`src/rtl/uart_pkg.sv`:
```
// rtl/uart_pkg.sv - shared UART types and constants
package uart_pkg;

    typedef enum logic [2:0] {
        UART_RX_IDLE,
        UART_RX_START,
        UART_RX_DATA,
        UART_RX_STOP,
        UART_RX_WAIT_IDLE
    } uart_rx_state_t;

    localparam int UART_OVERSAMPLE = 16;
    localparam int UART_DATA_BITS  = 8;

endpackage

```
`src/rtl/uart_baud_gen.sv`:
```
// rtl/uart_baud_gen.sv - oversampling tick prescaler, tick every div+1 cycles
module uart_baud_gen (
    input  logic       clk,
    input  logic       rst,
    input  logic       clear,
    input  logic [7:0] div,
    output logic       tick
);

    logic [7:0] r_cnt;

    assign tick = (r_cnt == div);

    always_ff @(posedge clk or posedge rst) begin
        if (rst) begin
            r_cnt <= 8'd0;
        end else if (clear || tick) begin
            r_cnt <= 8'd0;
        end else begin
            r_cnt <= r_cnt + 8'd1;
        end
    end

endmodule

```
`src/rtl/uart_receiver.sv`:
```
// rtl/uart_receiver.sv - x16 oversampled 8N1 receive core
module uart_receiver
    import uart_pkg::*;
#(
    parameter int SYNC_STAGES = 2,
    parameter int OVERSAMPLE  = UART_OVERSAMPLE
) (
    input  logic       clk,
    input  logic       rst,
    input  logic       en,
    input  logic [7:0] clk_divider,
    input  logic       rxd,
    output logic [7:0] rx_data,
    output logic       rx_valid,
    output logic       rx_err,
    output logic       rx_busy
);

    localparam logic [3:0] SMP_LAST = 4'(OVERSAMPLE - 1);
    localparam logic [3:0] SMP_MID  = 4'(OVERSAMPLE / 2 - 1);
    localparam logic [2:0] BIT_LAST = 3'(UART_DATA_BITS - 1);

    uart_rx_state_t r_state;
    uart_rx_state_t w_state_next;

    logic [SYNC_STAGES-1:0] r_sync;
    logic                   r_rxd_prev;
    logic [3:0]             r_sample_cnt;
    logic [2:0]             r_bit_cnt;
    logic [7:0]             r_shift;
    logic [7:0]             r_div_l;
    logic [7:0]             r_rx_data;
    logic                   r_rx_valid;
    logic                   r_rx_err;

    logic w_rxd_s;
    logic w_start;
    logic w_tick;
    logic w_baud_clear;
    logic w_valid_next;
    logic w_err_next;

    assign w_rxd_s      = r_sync[SYNC_STAGES-1];
    assign w_start      = (r_state == UART_RX_IDLE) && en && r_rxd_prev && !w_rxd_s;
    // Prescaler is held at zero outside a frame so START always begins on a fresh count
    assign w_baud_clear = (r_state == UART_RX_IDLE) || (r_state == UART_RX_WAIT_IDLE) || !en;

    uart_baud_gen u_baud_gen (
        .clk   (clk),
        .rst   (rst),
        .clear (w_baud_clear),
        .div   (r_div_l),
        .tick  (w_tick)
    );

    always_ff @(posedge clk or posedge rst) begin
        if (rst) begin
            r_state <= UART_RX_IDLE;
        end else begin
            r_state <= w_state_next;
        end
    end

    always_comb begin
        w_state_next = r_state;
        w_valid_next = 1'b0;
        w_err_next   = 1'b0;
        if (!en) begin
            w_state_next = UART_RX_IDLE;
        end else begin
            case (r_state)
                UART_RX_IDLE: begin
                    if (w_start) w_state_next = UART_RX_START;
                end
                UART_RX_START: begin
                    if (w_tick && r_sample_cnt == SMP_MID)
                        w_state_next = w_rxd_s ? UART_RX_IDLE : UART_RX_DATA;
                end
                UART_RX_DATA: begin
                    if (w_tick && r_sample_cnt == SMP_LAST && r_bit_cnt == BIT_LAST)
                        w_state_next = UART_RX_STOP;
                end
                UART_RX_STOP: begin
                    if (w_tick && r_sample_cnt == SMP_LAST) begin
                        if (w_rxd_s) begin
                            w_valid_next = 1'b1;
                            w_state_next = UART_RX_IDLE;
                        end else begin
                            w_err_next   = 1'b1;
                            w_state_next = UART_RX_WAIT_IDLE;
                        end
                    end
                end
                UART_RX_WAIT_IDLE: begin
                    if (w_rxd_s) w_state_next = UART_RX_IDLE;
                end
                default: w_state_next = UART_RX_IDLE;
            endcase
        end
    end

    always_ff @(posedge clk or posedge rst) begin
        if (rst) begin
            r_sync       <= '1;
            r_rxd_prev   <= 1'b1;
            r_sample_cnt <= 4'd0;
            r_bit_cnt    <= 3'd0;
            r_shift      <= 8'h00;
            r_div_l      <= 8'h00;
            r_rx_data    <= 8'h00;
            r_rx_valid   <= 1'b0;
            r_rx_err     <= 1'b0;
        end else begin
            r_sync     <= {r_sync[SYNC_STAGES-2:0], rxd};
            r_rxd_prev <= w_rxd_s;
            r_rx_valid <= w_valid_next;
            r_rx_err   <= w_err_next;
            if (w_valid_next) r_rx_data <= r_shift;

            if (!en || w_start) begin
                r_sample_cnt <= 4'd0;
                r_bit_cnt    <= 3'd0;
                if (w_start) r_div_l <= clk_divider;
            end else if (w_tick) begin
                case (r_state)
                    UART_RX_START: begin
                        r_sample_cnt <= (r_sample_cnt == SMP_MID) ? 4'd0 : r_sample_cnt + 4'd1;
                        r_bit_cnt    <= 3'd0;
                    end
                    UART_RX_DATA: begin
                        r_sample_cnt <= r_sample_cnt + 4'd1;
                        // LSB arrives first, so shifting in at the top leaves it in bit 0
                        if (r_sample_cnt == SMP_LAST) begin
                            r_shift   <= {w_rxd_s, r_shift[7:1]};
                            r_bit_cnt <= r_bit_cnt + 3'd1;
                        end
                    end
                    UART_RX_STOP: r_sample_cnt <= r_sample_cnt + 4'd1;
                    default:      r_sample_cnt <= 4'd0;
                endcase
            end
        end
    end

    assign rx_data  = r_rx_data;
    assign rx_valid = r_rx_valid;
    assign rx_err   = r_rx_err;
    assign rx_busy  = (r_state != UART_RX_IDLE);

endmodule

```
`config.mk`:
```
export PLATFORM = sky130hd
export DESIGN_NAME = uart_receiver
export DESIGN_NICKNAME = d
export VERILOG_FILES = /design/src/rtl/uart_pkg.sv /design/src/rtl/uart_baud_gen.sv /design/src/rtl/uart_receiver.sv
export SDC_FILE = /design/constraint.sdc
export NUM_CORES = 1
export LEC_CHECK = 0
export ABC_AREA = 1
export CAP_MARGIN = 0
export CORE_UTILIZATION = 47
export DETAILED_ROUTE_END_ITERATION = 6
export PLACE_DENSITY = 0.65
export SLEW_MARGIN = 40
export SYNTH_ARGS = -nofsm -noshare
export SYNTH_HDL_FRONTEND = slang
export SYNTH_SLANG_ARGS = --single-unit
```
`constraint.sdc`:
```
create_clock -name clk -period 2 [get_ports clk]
set_input_delay 0.6 -clock clk [delete_from_list [all_inputs] [get_ports clk]]
set_output_delay 0.6 -clock clk [all_outputs]
set_load 0.03 [all_outputs]
```
# ---- After elaboration in Yosys (flattened, before gate mapping)
# Cells that the tools add are included.
# Widths: inputs -> output; s select.
dict set report op_classes {
  n_addsub 3
  eq_ne 14
  mux 26
  n_bitwise 1
  reduce_logical 21
}
# cell count
set ops {}
lappend ops {{$mux 3} 10}
lappend ops {{$ne 3x3->1 const B} 6}
lappend ops {{$pmux 3 s5} 1}
lappend ops {{$mux 4} 3}
lappend ops {{$add 8x1->8 const B} 1}
lappend ops {{$eq 8x8->1} 1}
lappend ops {{$mux 1} 8}
lappend ops {{$mux 8} 1}
lappend ops {{$pmux 4 s2} 1}
lappend ops {{$eq 3x2->1 const B} 2}
lappend ops {{$eq 3x3->1 const B} 2}
lappend ops {{$logic_and 1x1->1} 6}
lappend ops {{$pmux 3 s2} 1}
lappend ops {{$reduce_bool 3->1} 2}
lappend ops {{$reduce_and 5->1} 1}
lappend ops {{$add 4x1->4 const B} 1}
lappend ops {{$eq 4x3->1 const B} 1}
lappend ops {{$eq 4x4->1 const B} 1}
lappend ops {{$logic_or 1x1->1} 4}
lappend ops {{$reduce_and 4->1} 1}
lappend ops {{$add 3x1->3 const B} 1}
lappend ops {{$eq 3x1->1 const B} 1}
lappend ops {{$logic_not 3->1} 1}
lappend ops {{$reduce_and 3->1} 1}
lappend ops {{other kinds (6)} 7}
dict set report totals {
  ff_bits 47
  word_cells 76
}

# ---- Longest topological paths before layout
# Gate-level depths: netlist of run 1.
dict set report depth {
  ltp_word 7
  mapped_depth 12
  mapped_depth_nobuf 12
}

# ---- By module
# A second synthesis of run 1 with hierarchy kept.
dict set report hier_totals {
  cells_unflattened 288
  hier_area_um2 2393.5
}
# module n_inst cells_each area_per_inst_um2
set by_module_without_submodules {}
lappend by_module_without_submodules {uart_receiver 1 215 1874.3}
lappend by_module_without_submodules {uart_baud_gen 1 73 519.2}

# ---- Least setup slack after synthesis of run 1
# OpenSTA, ideal clock, no wires.
dict set report synth_timing {
  path_kind {in2reg}
  from {input en}
  to {register r_bit_cnt[1]}
  t_arrival_ns 1.507
  required_time_ns 1.868
  slack_ns 0.361
  cell_stages 9
  path_cell_list {buf_4 nand2_1 inv_2 nand4_4 nand2_2 inv_4 nand3_4 buf_6 o22ai_1}
}
dict set report synth_between {
  elab_chain_len 6
}
# item line
set synth_rtl {}
lappend synth_rtl {{start, declared} uart_receiver.sv:10} ;# input logic en,
lappend synth_rtl {{$logic_and 1x1->1 (3 in series)} uart_receiver.sv:44} ;# assign w_start = (r_state == UART_RX_IDLE) && en && r_rxd_prev && !w_rxd_s;
lappend synth_rtl {{$logic_or 1x1->1 *} uart_receiver.sv:120} ;# if (!en || w_start) begin
lappend synth_rtl {{$ne 3x3->1 (no line) (tied with other cells)} -}
lappend synth_rtl {{$reduce_and 3->1 (no line)} -}
lappend synth_rtl {{end signal, assigned} uart_receiver.sv:135} ;# r_bit_cnt <= r_bit_cnt + 3'd1;
lappend synth_rtl {{end, declared} uart_receiver.sv:29} ;# logic [2:0] r_bit_cnt;
# Mark *: on every way between the ends. The rest lies on a longest branch, timed or not.
# A chain may end at the register's enable or synchronous reset.

# ---- Worst setup path in the final report of run 1
dict set report layout_timing {
  from {register r_rx_data[0] (netlist: rx_data[0])}
  to {output rx_data[0]}
}
# item line
set layout_lines {}
lappend layout_lines {{start, declared} uart_receiver.sv:32} ;# logic [7:0] r_rx_data;
lappend layout_lines {{start signal, assigned} uart_receiver.sv:118} ;# if (w_valid_next) r_rx_data <= r_shift;
lappend layout_lines {{end, declared} uart_receiver.sv:13} ;# output logic [7:0] rx_data,
# No word-level cell between the ends.

==> impl_metrics.ini, run 1 <==
[run_status]
outcome = finished, final reports clean

[final_layout]
nNetsFinal = 302
area_growth_from_synthesis_to_layout_pct = 18.7
layout_common_cells = sky130_fd_sc_hd__nand2_1 (61), sky130_fd_sc_hd__dfrtp_1 (44), sky130_fd_sc_hd__inv_1 (37), sky130_fd_sc_hd__clkdlybuf4s50_1 (21)
number_of_diodes = 0
mostFrequentLayoutCell = sky130_fd_sc_hd__nand2_1
number_of_fillers_in_the_final_layout = 439
layout-drive-gt1-share_pct = 18.5

[die]
die-area_sq_um = 5170
starting_density_pct = 48.6
ioPinCount = 23
fp.coreArea_sq_um = 4720
die_height_um = 71.9
rows = 25
die_x_um = 71.9

[route]
detail_route.wirelength.met1_um = 2040
drt_first_iter_violations = 91
vias_after_detailed_routing = 1662
post-route-drc-count = 0
drt-pass1-iter-count = 4
routedWlPerCell_um = 11.5
post_drt_via_cell_ratio = 4.69
routed-wl-met3_um = 141
topRoutingLayerUsed = met4
antenna_violating_nets_post_route = 0
met2_length_um = 1840
totalWireLength_um = 4090

[timing]
finalSetupViolCount = 0
timing_hold_violations_final = 0
finClkSkew_ns = 0.0103
final.setup.tns_ns = 0
grt_setup_unrepaired = no
fmax_mhz = 513
minimum_clock_period_ns = 1.95
post_route_setup_slack_ns = 0.0519
timing.final.max_slew_violations = 0
final_period_utilization_pct = 97.4
max_slew_margin_vs_limit_pct = 76.0
least_margin_pin_slew_ns = 0.359

[placement]
gpl_congestion = 0.853
port-buffer-count = 22
place.detailed.hpwl_um = 3050
place_worst_setup_slack_ns = 0.0161

[pwr]
power-per-cell-area_nw_per_um2 = 909
worst_ir_drop_vdd_uv = 422
static-leakage-power_uw = 0.00128

[synth]
synth_area_per_cell_sq_um = 9.07
dominant_combinational_cell_family_by_area_after_synthesis = simple AND/OR/NAND/NOR gates
mappedNetlistNets = 269
yosysWarnings = 0
synth-compound-area-share_pct = 10.4
synth-adder-area-share_pct = 2.18
synth_cell_type_count = 33
synthesis.area_sq_um = 2300
number_of_enable_type_register_cells_in_the_synthesized_netlist = 0
synth_flop_cell = sky130_fd_sc_hd__dfrtp_1
synth_xor_area_share_pct = 1.91
yosys_register_bits = 47
synth.mux.area_fraction_pct = 2.45
post_synth_and_or_nand_nor_area_fraction_pct = 22.8
async_reset_ff_share_pct = 100
syn_inst = 253
yosysSeqAreaShare_pct = 51.4

[clock_network]
cts.sinks = 47
clk_pin_slew_ns = 0.09
tritoncts_clock_tree = done
ctsRootBufferMaster = sky130_fd_sc_hd__clkbuf_8
numCtsBuffers = 5
cts_buffer_depth = 2
post-cts-setup-buffer-count = 0
clock_latency_ns = 0.31
cts_h_tree_depth = 2

[setup_path]
crit_reg_reg_startpoint = r_sample_cnt[1]
crit_buf_inv = 1
end_kind = primary output
critical_path.max_fanout = 2
cp_data_arrival_time_ns = 1.35
start_kind = register
crit_path_cell_trace = clkdlybuf4s50_1
critical_path.top_delay_family = buffers and inverters
worst_path_largest_cell_delay_ns = 0.67
crit_path_start = rx_data[0]
timing.setup.critical_path_class = register to primary output
worst-endpoint-required_ns = 1.40
crit_path_top_delay_cell = sky130_fd_sc_hd__clkdlybuf4s50_1

[worst_hold_path]
holdCritPathClass = register to register
hold_path_startpoint = r_sync[0]

[global_routing]
antenna_violations_before_repair = 0
global_routing_usage_summed_across_all_routing_layers_pct = 18.4
globalRoute.totalOverflow = 0
grt_start_max_net_pins = 20
first_pass_grt_wire_length_um = 7200
number_of_global_route_vias_before_repair = 1620

[job]
maxCapViolations = 0
[final cells by class]
class / instances / area (sq um) / share of cell area, %
Clock inverter: 2 / 16.3 / 0.597
Sequential cell: 47 / 1180 / 43.3
Multi-Input combinational cell: 158 / 912 / 33.5
Timing Repair Buffer: 30 / 292 / 10.7
Tap cell: 67 / 83.8 / 3.08
Clock buffer: 6 / 72.6 / 2.66
Inverter: 44 / 169 / 6.20
[cells by family (layout without fill, tap and decap cells)]
kind of cell    count (synthesis)  count (layout)
xor+xnor                        5               5
mux                             4               4
fa+ha+maj                       4               4
simple gates                  109             109
buf+inv                        48              82
flops                          47              47
compound gates                 36              36
[synth_stat cells (all sizes together), types with 2 or more instances]
cell type / count / area (sq um)
mux2: 3 / 33.8
ha: 4 / 50.1
xnor2: 3 / 26.3
inv: 43 / 164
dfrtp: 44 / 1100
dfstp: 3 / 78.8
a31oi: 2 / 12.5
o22ai: 2 / 12.5
nor2: 18 / 82.6
nand2: 62 / 235
nor3b: 2 / 15.0
nand3: 15 / 92.6
buf: 4 / 35.0
xor2: 2 / 17.5
nand4: 6 / 67.6
nor3: 5 / 25.0
o21ai: 22 / 163
a21oi: 10 / 50.1
[metal layers]
layer,track usage (%),up-vias
li1,-,866
met1,26.2,762
met2,26.9,27
met3,5.42,7
met4,6.54,0
met5,0,-
[path summary, 6_finish.rpt]
kind                              endpoint  slack [ns]  cells after the start
min reg2reg                      r_sync[1]        0.37                      0
min in group asynchronous  r_sample_cnt[3]        0.57                      2
max in group asynchronous       rx_data[0]        0.91                      3
max                             rx_data[0]        0.05                      1
min                              r_sync[1]        0.37                      0
max reg2reg                     rx_data[7]        0.29                      8
[report_power, final]
group	total, uW	leakage, uW	switching [uW]	internal [uW]
combinational	728	0.000613	436	291
sequential	1160	0.000622	86.4	1080
clock	587	0.0000418	336	251
[state kept, by name, summed over array words and instances, names as in the netlist]
register and flops:
r_bit_cnt 3, r_div_l 8, r_rxd_prev 1, r_sample_cnt 4
r_shift 8, r_state 3, r_sync 2, rx_data 8
rx_err 1, rx_valid 1, u_baud_gen.r_cnt 8
[through the flow]
| stage | instance area (sq um) | power (uW) | utilization [%] | cells | hold slack (ns) |
|---|---|---|---|---|---|
| after global routing | 2730 | 2670 | 57.7 | 354 | 0.375 |
| after floorplan | 2300 | 1700 | - | 253 | 0.345 |
| after CTS | 2730 | 2500 | 57.7 | 354 | 0.367 |
| after detailed placement | 2640 | 1920 | 55.8 | 346 | 0.354 |
| after global placement | 2640 | 1900 | 55.8 | 346 | 0.346 |
| final | 2730 | 2480 | 57.7 | 354 | 0.368 |
[worst register-to-register path, cell delays in order, from the launching register on]
cell and delay, ns:
sky130_fd_sc_hd__dfrtp_1 0.39, sky130_fd_sc_hd__ha_1 0.21, sky130_fd_sc_hd__nand2_1 0.08, sky130_fd_sc_hd__nor2_1 0.16, sky130_fd_sc_hd__nand3_2 0.15, sky130_fd_sc_hd__clkinv_2 0.12
sky130_fd_sc_hd__nand4_4 0.24, sky130_fd_sc_hd__nand2_1 0.17, sky130_fd_sc_hd__o21ai_2 0.06
[what timing repair did]
action | in CTS | in global routing
setup endpoints to repair | 1 | 0
hold buffers | 0 | 0
endpoints found under the hold margin | 0 | 0
resized for setup | 1 | 0
No activity file was read; power rests on OpenSTA's default activity.
==> run 2, diff against run 1 <==
--- a/config.mk
+++ b/config.mk
@@ -8,6 +8,7 @@
 export ABC_AREA = 1
 export CAP_MARGIN = 0
 export CORE_UTILIZATION = 47
+export CTS_CLUSTER_DIAMETER = 100
 export DETAILED_ROUTE_END_ITERATION = 6
 export PLACE_DENSITY = 0.65
 export SLEW_MARGIN = 40
==> results of run 2 <==
No change in the layout: final DEF, timing and power equal those of run 1.
==> run 3, diff against run 2 <==
--- a/config.mk
+++ b/config.mk
@@ -14,4 +14,5 @@
 export SLEW_MARGIN = 40
 export SYNTH_ARGS = -nofsm -noshare
 export SYNTH_HDL_FRONTEND = slang
+export SYNTH_HIERARCHICAL = 1
 export SYNTH_SLANG_ARGS = --single-unit
==> constraint.sdc (replaced) <==
create_clock -name clk -period 2.1 [get_ports clk]
set_input_delay 0.63 -clock clk [delete_from_list [all_inputs] [get_ports clk]]
set_output_delay 0.63 -clock clk [all_outputs]
set_load 0.03 [all_outputs]
==> run 3 against run 2 <==
  * Cell area increased by 5.6%
  * Synthesized cell count increased by 14%
  * Clock power decreased by 0.9%
  * Utilization increased by 2.0 points
  * Global-route usage increased by 0.40 points
==> impl_metrics.ini, run 3 <==
[synth]
post_synth_most_frequent_cells = sky130_fd_sc_hd__nand2_1 (97), sky130_fd_sc_hd__dfrtp_1 (44), sky130_fd_sc_hd__inv_1 (39)
synth_largest_type_area_fraction_pct = 46.0
synth_cell_type_count = 28
mappedNetlistNets = 304
synth_flop_cell = sky130_fd_sc_hd__dfrtp_1
yosys-top-cells-area = sky130_fd_sc_hd__dfrtp_1 (46%), sky130_fd_sc_hd__nand2_1 (15%), sky130_fd_sc_hd__inv_1 (6.1%), sky130_fd_sc_hd__nor2_1 (3.9%), sky130_fd_sc_hd__dfstp_2 (3.3%)
async_reset_ff_share_pct = 100
synth_area_per_cell_sq_um = 8.31
yosysWarnings = 6
yosys_register_bits = 47
number_of_enable_type_register_cells_in_the_synthesized_netlist = 0
synthMostInstantiatedCell = sky130_fd_sc_hd__nand2_1
yosysTopAreaCell = sky130_fd_sc_hd__dfrtp_1
synthesis.area_sq_um = 2390
yosysSeqAreaShare_pct = 49.3
syn_inst = 288

[route]
post_drt_via_cell_ratio = 4.67
vias_after_detailed_routing = 1829
drt_first_iter_violations = 94
antenna_violating_nets_post_route = 0
routedWlPerCell_um = 11.1
post-route-drc-count = 0
totalWireLength_um = 4350
drt-pass1-iter-count = 4

[clock_network]
cts.hold.buffers_added = 0
clock_latency_ns = 0.31
numCtsBuffers = 5
cts.sinks = 47
tritoncts_clock_tree = done
cts_buffer_depth = 2
ctsRootBufferMaster = sky130_fd_sc_hd__clkbuf_8
cts_h_tree_depth = 2
clk_pin_slew_ns = 0.09

[final_layout]
number_of_fillers_in_the_final_layout = 466
area_growth_from_synthesis_to_layout_pct = 20.2
stdcell_count = 392
layout-drive-gt1-share_pct = 17.8
nNetsFinal = 340
final_util_pct = 59.7
mostFrequentLayoutCell = sky130_fd_sc_hd__nand2_1
layout_common_cells = sky130_fd_sc_hd__nand2_1 (97), sky130_fd_sc_hd__dfrtp_1 (42), sky130_fd_sc_hd__inv_1 (38), sky130_fd_sc_hd__nor2_1 (22), sky130_fd_sc_hd__clkdlybuf4s50_1 (21)
number_of_diodes = 0

[global_routing]
global_routing_usage_summed_across_all_routing_layers_pct = 18.8
number_of_global_route_vias_before_repair = 1694
first_pass_grt_wire_length_um = 7600
globalRoute.totalOverflow = 0
antenna_violations_before_repair = 0
grt_start_max_net_pins = 40

[timing]
grt_setup_unrepaired = no
timing.final.max_slew_violations = 0
finalSetupViolCount = 0
timing_hold_violations_final = 0
final_period_utilization_pct = 93.5
fmax_mhz = 509
finClkSkew_ns = 0.0111
max_slew_margin_vs_limit_pct = 78.5
final.setup.tns_ns = 0
minimum_clock_period_ns = 1.96
least_margin_pin_slew_ns = 0.321
fin_worst_hold_slack_ns = 0.358

[pwr]
static-leakage-power_uw = 0.00142
design_power_total_uw = 2410
worst_ir_drop_vdd_uv = 414
power-per-cell-area_nw_per_um2 = 838

[placement]
place.detailed.hpwl_um = 3180
gpl_congestion = 0.870
dp.cells = 384
port-buffer-count = 22

[setup_path]
ff_to_ff_setup_slack_ns = 0.27
critical_path.top_delay_family = buffers and inverters
crit_path_top_delay_cell = sky130_fd_sc_hd__clkdlybuf4s50_1
start_kind = register
critical_path.max_fanout = 2
crit_path_cell_trace = clkdlybuf4s50_1
worst-endpoint-required_ns = 1.47
timing.setup.critical_path_class = register to primary output
end_kind = primary output
worst_path_largest_cell_delay_ns = 0.67
cp_data_arrival_time_ns = 1.33
crit_buf_inv = 1

[die]
starting_density_pct = 49.7
die_x_um = 73.4
fp.coreArea_sq_um = 4820
ioPinCount = 23
die-area_sq_um = 5380
die_height_um = 73.4
rows = 25

[run_status]
outcome = finished, final reports clean

[job]
maxCapViolations = 0

[worst_hold_path]
holdCritPathClass = register to register
run 3: final cells by class:
| type | count | area, sq um | area share [%] |
|---|---|---|---|
| clock inverter | 2 | 16.3 | 0.565 |
| multi-input combinational | 195 | 1040 | 36.1 |
| sequential | 47 | 1180 | 41.1 |
| tap | 67 | 83.8 | 2.91 |
| inverter | 42 | 158 | 5.48 |
| clock buffer | 6 | 82.6 | 2.87 |
| timing repair buffer | 33 | 314 | 10.9 |
run 3: kinds of logic (layout without fill, tap and decap cells):
kind of cell    Yosys count  count (layout)  share of synthesized area, %
xor+xnor                  8               8                          2.93
compound gates           25              25                          6.64
flops                    47              47                          49.3
simple gates            158             158                          31.2
buf+inv                  46              83                          7.89
fa+ha+maj                 4               4                          2.09
run 3: worst register-to-register path, cell delays in order, from the launching register on:
cell                      delay, ns
sky130_fd_sc_hd__dfrtp_1       0.43
sky130_fd_sc_hd__inv_2         0.10
sky130_fd_sc_hd__nand2_1       0.05
sky130_fd_sc_hd__nand2_1       0.05
sky130_fd_sc_hd__nand2_1       0.06
sky130_fd_sc_hd__nor2_2        0.12
sky130_fd_sc_hd__nand2_2       0.09
sky130_fd_sc_hd__inv_1         0.10
sky130_fd_sc_hd__nand4_1       0.15
sky130_fd_sc_hd__buf_4         0.18
sky130_fd_sc_hd__nand2_1       0.05
sky130_fd_sc_hd__nand3_1       0.07
sky130_fd_sc_hd__nand2_1       0.12
sky130_fd_sc_hd__nand2_1       0.07
sky130_fd_sc_hd__nand2_1       0.06
sky130_fd_sc_hd__nand2_1       0.04
run 3: repair_timing:
action,in CTS,in global routing
resized for setup,1,7
gates cloned,0,0
setup buffers,0,0
pin swaps,0,1
setup endpoints to repair,1,9
run 3: power breakdown:
| group | total, uW | internal (uW) | switching [uW] |
|---|---|---|---|
| clock | 582 | 269 | 313 |
| combinational | 727 | 282 | 445 |
| sequential | 1100 | 1010 | 86.2 |
run 3: layer usage:
metal / vias up / part of all wire [%] / wire (um) / global-route usage (%)
met5: - / 0 / 0 / 0
met2: 25 / 44 / 1930 / 27.9
li1: 953 / - / - / -
met1: 844 / 50 / 2190 / 26.5
met3: 7 / 3.6 / 157 / 4.25
met4: 0 / 1.7 / 72 / 8.12
run 3: worst paths after layout:
kind                                     start                  end  depth (start not counted)
min                                  r_sync[0]            r_sync[1]                          0
max in group asynchronous                  rst            r_sync[1]                          3
min in group asynchronous                  rst  u_baud_gen/r_cnt[1]                          2
max                                 rx_data[0]           rx_data[0]                          1
min reg2reg                          r_sync[0]            r_sync[1]                          0
max reg2reg                u_baud_gen/r_cnt[5]           r_state[0]                         15
run 3: through the flow:
stage / cell area [sq um] / setup WS, ns
5_1_grt: 2880 / 0.00567
2_1_floorplan: 2390 / 0.249
6_report: 2880 / 0.136
3_5_place_dp: 2760 / 0.0437
3_3_place_gp: 2760 / 0.0797
4_1_cts: 2860 / 0.116
